==> src/rtl/uart_tx_serializer.sv <==
// UART transmit serializer: pops bytes from the read side of the UART FIFO and
// emits start / data (LSB first) / optional parity / stop frames on tx.
`timescale 1ns/1ps
module uart_tx_serializer #(
  parameter int CLKS_PER_BIT = 139,
  parameter int DATA_BITS    = 8,
  parameter int PARITY_EN    = 0,
  parameter int PARITY_ODD   = 0,
  parameter int STOP_BITS    = 1
) (
  input  logic                 clk,
  input  logic                 rst,
  input  logic                 tx_en,
  input  logic                 fifo_empty,
  input  logic [DATA_BITS-1:0] fifo_dout,
  output logic                 fifo_rd_en,
  output logic                 tx,
  output logic                 busy,
  output logic                 tx_done
);

  localparam int CNT_W = $clog2(CLKS_PER_BIT);
  localparam int IDX_W = $clog2(DATA_BITS + 1);
  localparam logic [CNT_W-1:0] CNT_LAST  = CNT_W'(CLKS_PER_BIT - 1);
  localparam logic [IDX_W-1:0] DATA_LAST = IDX_W'(DATA_BITS - 1);
  localparam logic [IDX_W-1:0] STOP_LAST = IDX_W'(STOP_BITS - 1);

  typedef enum logic [2:0] {
    S_IDLE, S_FETCH, S_LOAD, S_START, S_DATA, S_PARITY, S_STOP
  } state_t;

  function automatic logic parity_of(input logic [DATA_BITS-1:0] d);
    return (^d) ^ (PARITY_ODD != 0);
  endfunction

  state_t               state_q, state_d;
  logic [CNT_W-1:0]     cnt_q, cnt_d;
  logic [IDX_W-1:0]     idx_q, idx_d;
  logic [DATA_BITS-1:0] shift_q, shift_d;
  logic                 par_q, par_d;
  logic                 tx_q, tx_d;
  logic                 done_q, done_d;
  logic                 bit_end;

  always_comb begin
    state_d = state_q;
    cnt_d   = cnt_q;
    idx_d   = idx_q;
    shift_d = shift_q;
    par_d   = par_q;
    tx_d    = tx_q;
    done_d  = 1'b0;
    bit_end = (cnt_q == CNT_LAST);

    // every bit-timed state runs the same wrapping baud counter
    if (state_q inside {S_START, S_DATA, S_PARITY, S_STOP})
      cnt_d = bit_end ? '0 : cnt_q + 1'b1;

    case (state_q)
      S_IDLE: begin
        tx_d  = 1'b1;
        cnt_d = '0;
        idx_d = '0;
        if (tx_en && !fifo_empty) state_d = S_FETCH;
      end
      S_FETCH: state_d = S_LOAD;
      S_LOAD: begin
        shift_d = fifo_dout;
        par_d   = parity_of(fifo_dout);
        tx_d    = 1'b0;
        cnt_d   = '0;
        state_d = S_START;
      end
      S_START: begin
        if (bit_end) begin
          tx_d    = shift_q[0];
          shift_d = shift_q >> 1;
          idx_d   = '0;
          state_d = S_DATA;
        end
      end
      S_DATA: begin
        if (bit_end) begin
          if (idx_q == DATA_LAST) begin
            idx_d = '0;
            if (PARITY_EN != 0) begin
              tx_d    = par_q;
              state_d = S_PARITY;
            end else begin
              tx_d    = 1'b1;
              state_d = S_STOP;
            end
          end else begin
            idx_d   = idx_q + 1'b1;
            tx_d    = shift_q[0];
            shift_d = shift_q >> 1;
          end
        end
      end
      S_PARITY: begin
        if (bit_end) begin
          tx_d    = 1'b1;
          idx_d   = '0;
          state_d = S_STOP;
        end
      end
      S_STOP: begin
        // idx counts stop bits; fifo_empty is re-sampled only on the final edge
        if (bit_end) begin
          if (idx_q == STOP_LAST) begin
            idx_d   = '0;
            done_d  = 1'b1;
            state_d = (tx_en && !fifo_empty) ? S_FETCH : S_IDLE;
          end else begin
            idx_d = idx_q + 1'b1;
          end
        end
      end
      default: state_d = S_IDLE;
    endcase
  end

  always_ff @(posedge clk) begin
    if (rst) begin
      state_q <= S_IDLE;
      cnt_q   <= '0;
      idx_q   <= '0;
      shift_q <= '0;
      par_q   <= 1'b0;
      tx_q    <= 1'b1;
      done_q  <= 1'b0;
    end else begin
      state_q <= state_d;
      cnt_q   <= cnt_d;
      idx_q   <= idx_d;
      shift_q <= shift_d;
      par_q   <= par_d;
      tx_q    <= tx_d;
      done_q  <= done_d;
    end
  end

  assign fifo_rd_en = (state_q == S_FETCH);
  assign busy       = (state_q != S_IDLE);
  assign tx         = tx_q;
  assign tx_done    = done_q;

endmodule

==> config.mk <==
export PLATFORM = sky130hd
export DESIGN_NAME = uart_tx_serializer
export DESIGN_NICKNAME = d
export VERILOG_FILES = /design/src/rtl/uart_tx_serializer.sv
export SDC_FILE = /design/constraint.sdc
export NUM_CORES = 1
export LEC_CHECK = 0
export ABC_AREA = 1
export ABC_CLOCK_PERIOD_IN_PS = 1550
export CORE_MARGIN = 10
export CORE_UTILIZATION = 55
export DETAILED_ROUTE_END_ITERATION = 16
export MAX_ROUTING_LAYER = met4
export PLACE_DENSITY = 0.78
export SLEW_MARGIN = 40
export SYNTH_ARGS = -nofsm -noshare
export SYNTH_HDL_FRONTEND = slang
export SYNTH_SLANG_ARGS = --single-unit
==> constraint.sdc <==
create_clock -name clk -period 1.55 [get_ports clk]
set_input_delay 0.31 -clock clk [delete_from_list [all_inputs] [get_ports clk]]
set_output_delay 0.31 -clock clk [all_outputs]
set_load 0.02 [all_outputs]
# Word-level counts from Yosys, hierarchy flattened

Index checks and enable logic that the tools add are counted.

Register bits after elaboration: 25
Bits of input ports: 12
Output and inout bits: 4
Word-level logic and storage cells: 69

Add/sub/neg operators: 2
Equality and inequality tests: 17
Multiplexer cells: 26
Bitwise logic cells: 2
Reductions and logical operators: 16

Operators by type and width:

| operator                                                         | count |
|---|---|
| 8-bit two-way mux                                                | 4 |
| 8-bit one-hot mux with 3 select lines                            | 1 |
| 3-bit two-way mux                                                | 7 |
| 3-bit one-hot mux with 7 select lines                            | 1 |
| 4-bit two-way mux                                                | 5 |
| 4-bit one-hot mux with 4 select lines                            | 1 |
| 2-bit != test (second input constant)                            | 6 |
| 4-bit AND reduction                                              | 3 |
| 3-bit == test (second input constant)                            | 3 |
| 8-bit by 1-bit adder with 8-bit output (second input constant)   | 1 |
| 8-bit == test (second input constant)                            | 1 |
| 4-bit nonzero test                                               | 2 |
| 7-bit AND reduction                                              | 1 |
| 3-bit by 2-bit == test with 1-bit output (second input constant) | 2 |
| 1-bit two-way mux                                                | 6 |
| 2-bit by 1-bit != test with 1-bit output (second input constant) | 3 |
| 3-bit nonzero test                                               | 2 |
| 3-bit OR reduction                                               | 2 |
| 1-bit one-hot mux with 5 select lines                            | 1 |
| 5-bit nonzero test                                               | 1 |
| 4-bit by 1-bit adder with 4-bit output (second input constant)   | 1 |
| 4-bit by 3-bit == test with 1-bit output (second input constant) | 1 |
| 4-bit zero test                                                  | 1 |
| 3-bit by 1-bit == test with 1-bit output (second input constant) | 1 |
| 5 further kinds                                                  | 6 |

# Depth between registers and ports, before layout

Depth in word-level cells: 6
Mapped depth: 11
Gate-level depth less buffers: 11

# Least setup slack after synthesis

Ideal clock, no wire load.

Path kind: register -> register
Start point: register cnt_q[0]
End point: register idx_q[1]
Library setup time: 0.118 ns
Arrival time: 1.269 ns
Required time: 1.432 ns
Slack: 0.163 ns
Cell stages (with the launch flop): 11
Buffers on the path: 0
Period minus slack after synthesis: 1.387 ns
Cell sequence: dfxtp_1 inv_1 ha_1 nand2_1 nor2_1 nand2_1 inv_1 nand2_1 nand2_1 o21ai_0 nor2_1

Longest elaborated chain between the ends: 3
Elaborated cells on any way between the ends: 5
Those cells by class: eq/ne (4); reduce/logical (1)

RTL lines:

| element                                                                                    | RTL line | RTL |
|---|---|---|
| start, declared                                                                            | 37       | `logic [CNT_W-1:0] cnt_q, cnt_d;` |
| start signal, assigned                                                                     | 134      | `cnt_q <= cnt_d;` |
| 8-bit == test *                                                                            | 53       | `bit_end = (cnt_q == CNT_LAST);` |
| 2-bit by 1-bit != test with 1-bit output (no source line) or 2-bit != test (tied branches) | --       |  |
| 4-bit AND reduction (no source line) *                                                     | --       |  |
| end signal, assigned                                                                       | 135      | `idx_q <= idx_d;` |
| end, declared                                                                              | 38       | `logic [IDX_W-1:0] idx_q, idx_d;` |

Every way passes the cells marked *; elsewhere a longest branch is shown, timed or not.
A chain may end at the register's enable or synchronous reset.

# Worst setup path after layout

Start point: register state_q[2]
End point: output busy

Longest elaborated chain between the ends: 1

RTL lines:

| element                | RTL line | RTL |
|---|---|---|
| start, declared        | 36       | `state_t state_q, state_d;` |
| start signal, assigned | 133      | `state_q <= state_d;` |
| 3-bit nonzero test     | 144      | `assign busy = (state_q != S_IDLE);` |
| end, declared          | 18       | `output logic busy,` |

Every way passes these cells.

==> flow_metrics.tcl <==
set metrics [dict create \
    final-hold-violation-count 0 \
    netlist_area_mm2 0.00148 \
    final_core_util 0.711 \
    postSynth.asyncResetShare 0 \
    setup_viol 0 \
    place_congestion 0.987 \
    reg2reg_slack_ns 0.09 \
    peakVddDrop_v 0.00133 \
    fin_cells 292 \
    start_util 0.585 \
    ys_ff_latch 25 \
    root_buffer "clkbuf_4" \
    syn_nets 250 \
    min_path_type "flip-flop to flip-flop" \
    r2r_cells 9 \
    drt_pre_antenna_iters 4 \
    power_density_mw_per_mm2 1640 \
    vias 1501 \
    die-area_mm2 0.00516 \
    crit_path_top_delay_cell "dfxtp_2" \
    synth_cells 234 \
    status "completed" \
    overflow 0 \
    grt_antenna_before_repair 0 \
    crit_fanout 7 \
    ioPinCount 16 \
    ys.flop_type "dfxtp_1" \
    dpl.cell_count 288 \
    switchingPower_mw 1.35 \
    crit_buf_inv 1 \
    seqPwrFrac 0.329 \
    drv_slew 0 \
    p_total_mw 2.94 \
    cts_max_level 1 \
    yosysWarnings 0 \
    cp.arrival_ns 1.21 \
    core.rowCount 18 \
    numCtsBuffers 3 \
    yosys-top-cells-area "dfxtp_1 34%, nand2_1 17%, nor2_1 9.9%" \
    io_buffers 15 \
    die_w_um 71.8 \
    slew-limit-headroom 0.724 \
    fillCellCount 214 \
    fp.dieH_um 71.8 \
    max_freq_ghz 0.656 \
    swShare 0.461 \
    wl_per_cell_um 11.4 \
    fin_area_mm2 0.00179 \
    critPathRequiredTime_ns 1.24 \
    synthTopCellsByCount "68 x nand2_1, 39 x nor2_1, 25 x dfxtp_1" \
    post-route-min-period_ns 1.52 \
    clk_latency_ns 0.33 \
    setup_tns_ns 0 \
    synthDistinctLibCells 27 \
    startpoint "state_q[2]" \
    power.internal_mw 1.58 \
    synth_edf_count 0 \
    hpwl_um 2590 \
    yosys.area.top_type "dfxtp_1" \
    synth-seq-area-share 0.339 \
    crit_chain "nor2_2 > nand2_2 > dlygate4sd2_1" \
    cts_tree "done" \
    drt_wl_total_um 3320 \
    cts_sinks 25 \
    n_antenna_cell 0 \
    vias_per_cell 5.14 \
    cp_num_cells 3 \
    critPathTopFamily "flip-flops" \
    postPlaceCellArea_mm2 0.00174 \
    start_kind "flip-flop" \
    cap_violations 0 \
    tightest_slew_ns 0.410 \
    period_share 0.984 \
    final_nets 279 \
    clk_pin_slew_ns 0.14 \
    synth_top_area_frac 0.339 \
    drt_iter0_markers 147 \
    final_antenna_net_count 0 \
    grt_usage 0.139 \
    clock_skew_ns 0.00942 \
    cts_buffer_depth 2 \
    avgSynthCellArea_um2 6.31 \
    leakage_nw 0.816 \
    path_class "flip-flop to output pin" \
    yosysMostFrequentCell "nand2_1" \
    grt_setup_unrepaired "yes" \
    drive_above_1_share 0.202 \
    drc 0 \
    grt_pass1_wl_um 5980 \
    grt_pass1_vias 1393 \
    core_region_area_mm2 0.00252 \
    syn2layout_area_growth_pct 21.5 \
    grt_max_degree 16 \
    cp-end-kind "output pin" \
    pwr-share-comb 0.566 \
    slowest_delay_ns 0.39 \
    rr_startpoint "cnt_q[0]" \
    clockPowerShare 0.105 \
    endpoint "busy" \
    worstReg2RegEnd "state_q[1]" \
]
cell usage in the layout (no fill, tap or decap), types with 6 or more instances in the layout:
cell type	n
o21ai_1	9
dfxtp_1	19
nor2_1	37
a21oi_1	11
buf_4	13
dfxtp_2	6
nand3_1	17
nand2_1	64
clkdlybuf4s50_1	11
nand2_2	8
inv_1	19
inv_2	9
power groups by stage:
stage	sequential, mW	combinational (mW)	clock (mW)
6_report	0.966	1.66	0.309
3_3_place_gp	0.962	1.61	0
4_1_cts	0.955	1.61	0.319
5_1_grt	0.991	1.88	0.343
2_1_floorplan	0.956	1.14	0
3_5_place_dp	0.966	1.62	0
sequential cells by signal, indices dropped and copies added, names as in the netlist:
signal / flops
shift_q: 8
state_q: 3
idx_q: 4
tx: 1
cnt_q: 8
tx_done: 1
routing by layer:
| metal | vias to the layer above | part of all wire | GRT usage |
|---|---|---|---|
| met1 | 663 | 0.52 | 0.187 |
| met5 | - | 0 | - |
| met4 | 0 | 0.0087 | 0.0387 |
| met3 | 4 | 0.040 | 0.0220 |
| li1 | 806 | - | - |
| met2 | 28 | 0.43 | 0.209 |
worst min path at each step:
stage / from / endpoint / slack [ns] / cells past startpoint
2_1_floorplan: shift_q[7] / shift_q[7] / 0.44 / 2
3_3_place_gp: shift_q[7] / shift_q[7] / 0.45 / 2
3_5_place_dp: shift_q[7] / shift_q[7] / 0.46 / 2
4_1_cts: shift_q[7] / shift_q[7] / 0.48 / 2
5_1_grt: cnt_q[0] / cnt_q[0] / 0.51 / 2
6_report: shift_q[7] / shift_q[7] / 0.48 / 2
worst reg2reg max path: cells and delay by family (launching register included):
family                     cells  cell delay (ns)
AOI/OAI and AO/OA              1             0.19
adders and majority gates      1             0.15
buffers and inverters          2             0.21
DFF                            1             0.35
and+or+nand+nor                5             0.48
stage by stage:
step / setup WS [ns] / hold WS [ns]
6_report: 0.0252 / 0.476
3_3_place_gp: 0.0317 / 0.451
3_5_place_dp: 0.0155 / 0.458
4_1_cts: 0.00133 / 0.477
2_1_floorplan: 0.163 / 0.440
5_1_grt: -0.0333 / 0.512
final cells by class:
cell class                      count  area (um2)  area share
Clock inverter                      1        7.51     0.00418
Timing Repair Buffer               28         239       0.133
Inverter                           29         111      0.0621
Clock buffer                        3        22.5      0.0126
Tap cell                           30        37.5      0.0209
Multi-Input combinational cell    176         868       0.484
Sequential cell                    25         508       0.283
repair_timing:
| item | in CTS | in global routing |
|---|---|---|
| hold buffers | 0 | 0 |
| setup buffers | 0 | 0 |
| gates resized for setup | 7 | 18 |
| setup endpoints to repair | 5 | 23 |
| endpoints found under the hold margin | 0 | 0 |
cell families after synthesis:
family,after synthesis,synth area share
AOI/OAI and AO/OA,29,0.111
xor gates and xnor gates,2,0.0119
adders and majority gates,4,0.0339
buffers and inverters,33,0.0932
DFF,25,0.339
and+or+nand+nor,141,0.411
No activity file was read; power rests on OpenSTA's default activity.
==> RTL edit (same flow settings) <==
Make the reset (`rst`) asynchronous in one clocked block.
--- a/src/rtl/uart_tx_serializer.sv
+++ b/src/rtl/uart_tx_serializer.sv
@@ -120,7 +120,7 @@
     endcase
   end
 
-  always_ff @(posedge clk) begin
+  always_ff @(posedge clk or posedge rst) begin
     if (rst) begin
       state_q <= S_IDLE;
       cnt_q   <= '0;
Behaviour: differs if rst is asserted again (counterexample within 4 cycles, from zero or initial values and one cycle with rst high); with rst held inactive, the same outputs for 10 cycles.
==> RTL edit against the original RTL <==
- count of clock-buffer cells in the layout is the same
- wire length rose by 7.6%
- fmax shrank 0.71%
- final area grew 14%
- worst setup slack got worse by 11 ps
- sequential cell count unchanged
- area after synthesis rose by 5.7%
Power is left out: it rests on default switching activity, and per cell area and clock period it moved more than threefold.
==> RTL edit: results (changes against the original RTL) <==
| Metric | Value |
|---|---|
| Worst-Skew Late Latency | 320 ps |
| Initial antenna violation count | 0 (unchanged) |
| Syn_nets | 230 (was 250) |
| Detailed Place HPWL | 2420 microns (was 2590 microns) |
| IO Port Bufs | 15 (unchanged) |
| Pin count of the biggest net entering global routing | 26 (was 16) |
| First-pass GRT wire length | 5730 microns (was 5980 microns) |
| Post-Syn Area per Cell | 7.29 sq um (was 6.31 sq um) |
| Fraction of layout cells with a size suffix above 1 | 25.5% (was 20.2%) |
| Vias in the first global route | 1377 (was 1393) |
| CTS HTree Levels | 1 (unchanged) |
| Remaining antenna violation count | 0 (unchanged) |
| Synth warnings | 0 (unchanged) |
| Final #Nets | 272 (was 279) |
| Placed cells | 277 (was 288) |
| Worst-case clock skew | 4.72 ps (was 9.42 ps) |
| Main synth FF type | dfrtp_1 (was dfxtp_1) |
| MaxCap Viol Count | 0 (unchanged) |
| CTS-repair resized insts | 10 (was 7) |
| Vias/cell | 5.20 (was 5.14) |
| Num CTS Buffers | 3 (unchanged) |
| Clock-pin slew on the worst setup and hold paths | 140 ps (about the same) |
| Tightest Pin Transition | 317 ps (was 410 ps) |
| Crit path DAT | 1760 ps (was 1210 ps) |
| DR iter-0 viols | 85 (was 147) |
| Routed length per instance | 12.5 microns (was 11.4 microns) |
| Total Routing Usage GR | 13.2% (was 13.9%) |
| CP max FO | 8 (was 7) |
| Synth area leaders | dfrtp_1 (38%), nand2_1 (20%), inv_1 (4.8%), nand3_1 (4.5%), nor2_1 (3.8%) (was dfxtp_1 (34%), nand2_1 (17%), nor2_1 (9.9%), nand3_1 (5.8%), inv_1 (5.1%)) |
| Post-CTS Setup Inserts | 1 (was 0) |
| 1st-pass router iterations | 4 (unchanged) |
| Status | complete, no violations (unchanged) |
| Asr flop ratio synth | 100% (was 0%) |
| Max clock buf depth | 2 (unchanged) |
| Grt total ovfl | 0 (unchanged) |
| RePlAce Congestion | 0.929 (was 0.987) |
| Final Slew Violations | 0 (unchanged) |
| Root Buffer | clkbuf_4 (unchanged) |
| Sequential fraction of the synthesis area | 40.2% (was 33.9%) |
| Post-synth cell types | 26 (was 27) |
| Fillers | 209 (was 214) |
| Final std cells w/o fill | 286 (was 292) |
| Hold Crit Class | in -> async (was reg -> reg) |
| Post-synth top cells | nand2_1 (82), dfrtp_1 (24), inv_1 (20) (was nand2_1 (68), nor2_1 (39), dfxtp_1 (25)) |
| Biggest registers after layout | cnt_q: 8 flops, shift_q: 8 flops, idx_q: 4 flops (unchanged) |
| Final hold vios | 0 (unchanged) |
-- RTL edit: path summary, 6_finish.rpt --
check,start,end,slack (ps),cells past startpoint
max,state_q[1],shift_q[2],10,9
min,rst,cnt_q[5],320,3
max reg2reg,state_q[1],shift_q[2],10,9
min reg2reg,tx,tx,490,2
max in group asynchronous,rst,tx,950,3
min in group clk,tx,tx,490,2
-- RTL edit: per-stage QoR --
stage	worst slack, ps	cell area, sq um	hold WS, ps
CTS	1.99	1910	327
finish	14.3	2050	316
global placement	33.7	1890	460
floorplan	88.4	1560	337
global route	-81.6	2050	328
detailed placement	20.5	1890	466
-- RTL edit: final cells by class --
cell class                      instances  area, sq um  area share [%]
Clock inverter                          1         5.00           0.244
Inverter                               24          100            4.88
Clock buffer                            3         22.5            1.10
Sequential cell                        25          628            30.6
Tap cell                               31         38.8            1.89
Timing Repair Buffer                   40          377            18.4
Multi-Input combinational cell        162          881            42.9
-- RTL edit: kinds of logic after synthesis --
logic type      share of synthesized area (%)
simple gates                             37.0
buf+inv                                  8.26
compound gates                           10.2
flops                                    40.2
fa+ha+maj                                3.21
xor+xnor                                 1.12
-- RTL edit: worst max-delay path: stages (launching register included) --
cell and delay (ps):
dfrtp_1 450, buf_4 190, nand2_2 80, nor2_4 150, nor2_4 80, nand2_4 70
nand3_4 140, buf_4 170, nand2_1 40, nand2_1 60
-- RTL edit: per-layer routing --
| metal | track usage (%) | vias to the layer above | wire [microns] |
|---|---|---|---|
| met1 | 16.1 | 675 | 1650 |
| met5 | - | - | 0 |
| met3 | 2.02 | 7 | 129 |
| li1 | - | 767 | - |
| met4 | 5.70 | 0 | 72 |
| met2 | 20.9 | 39 | 1720 |
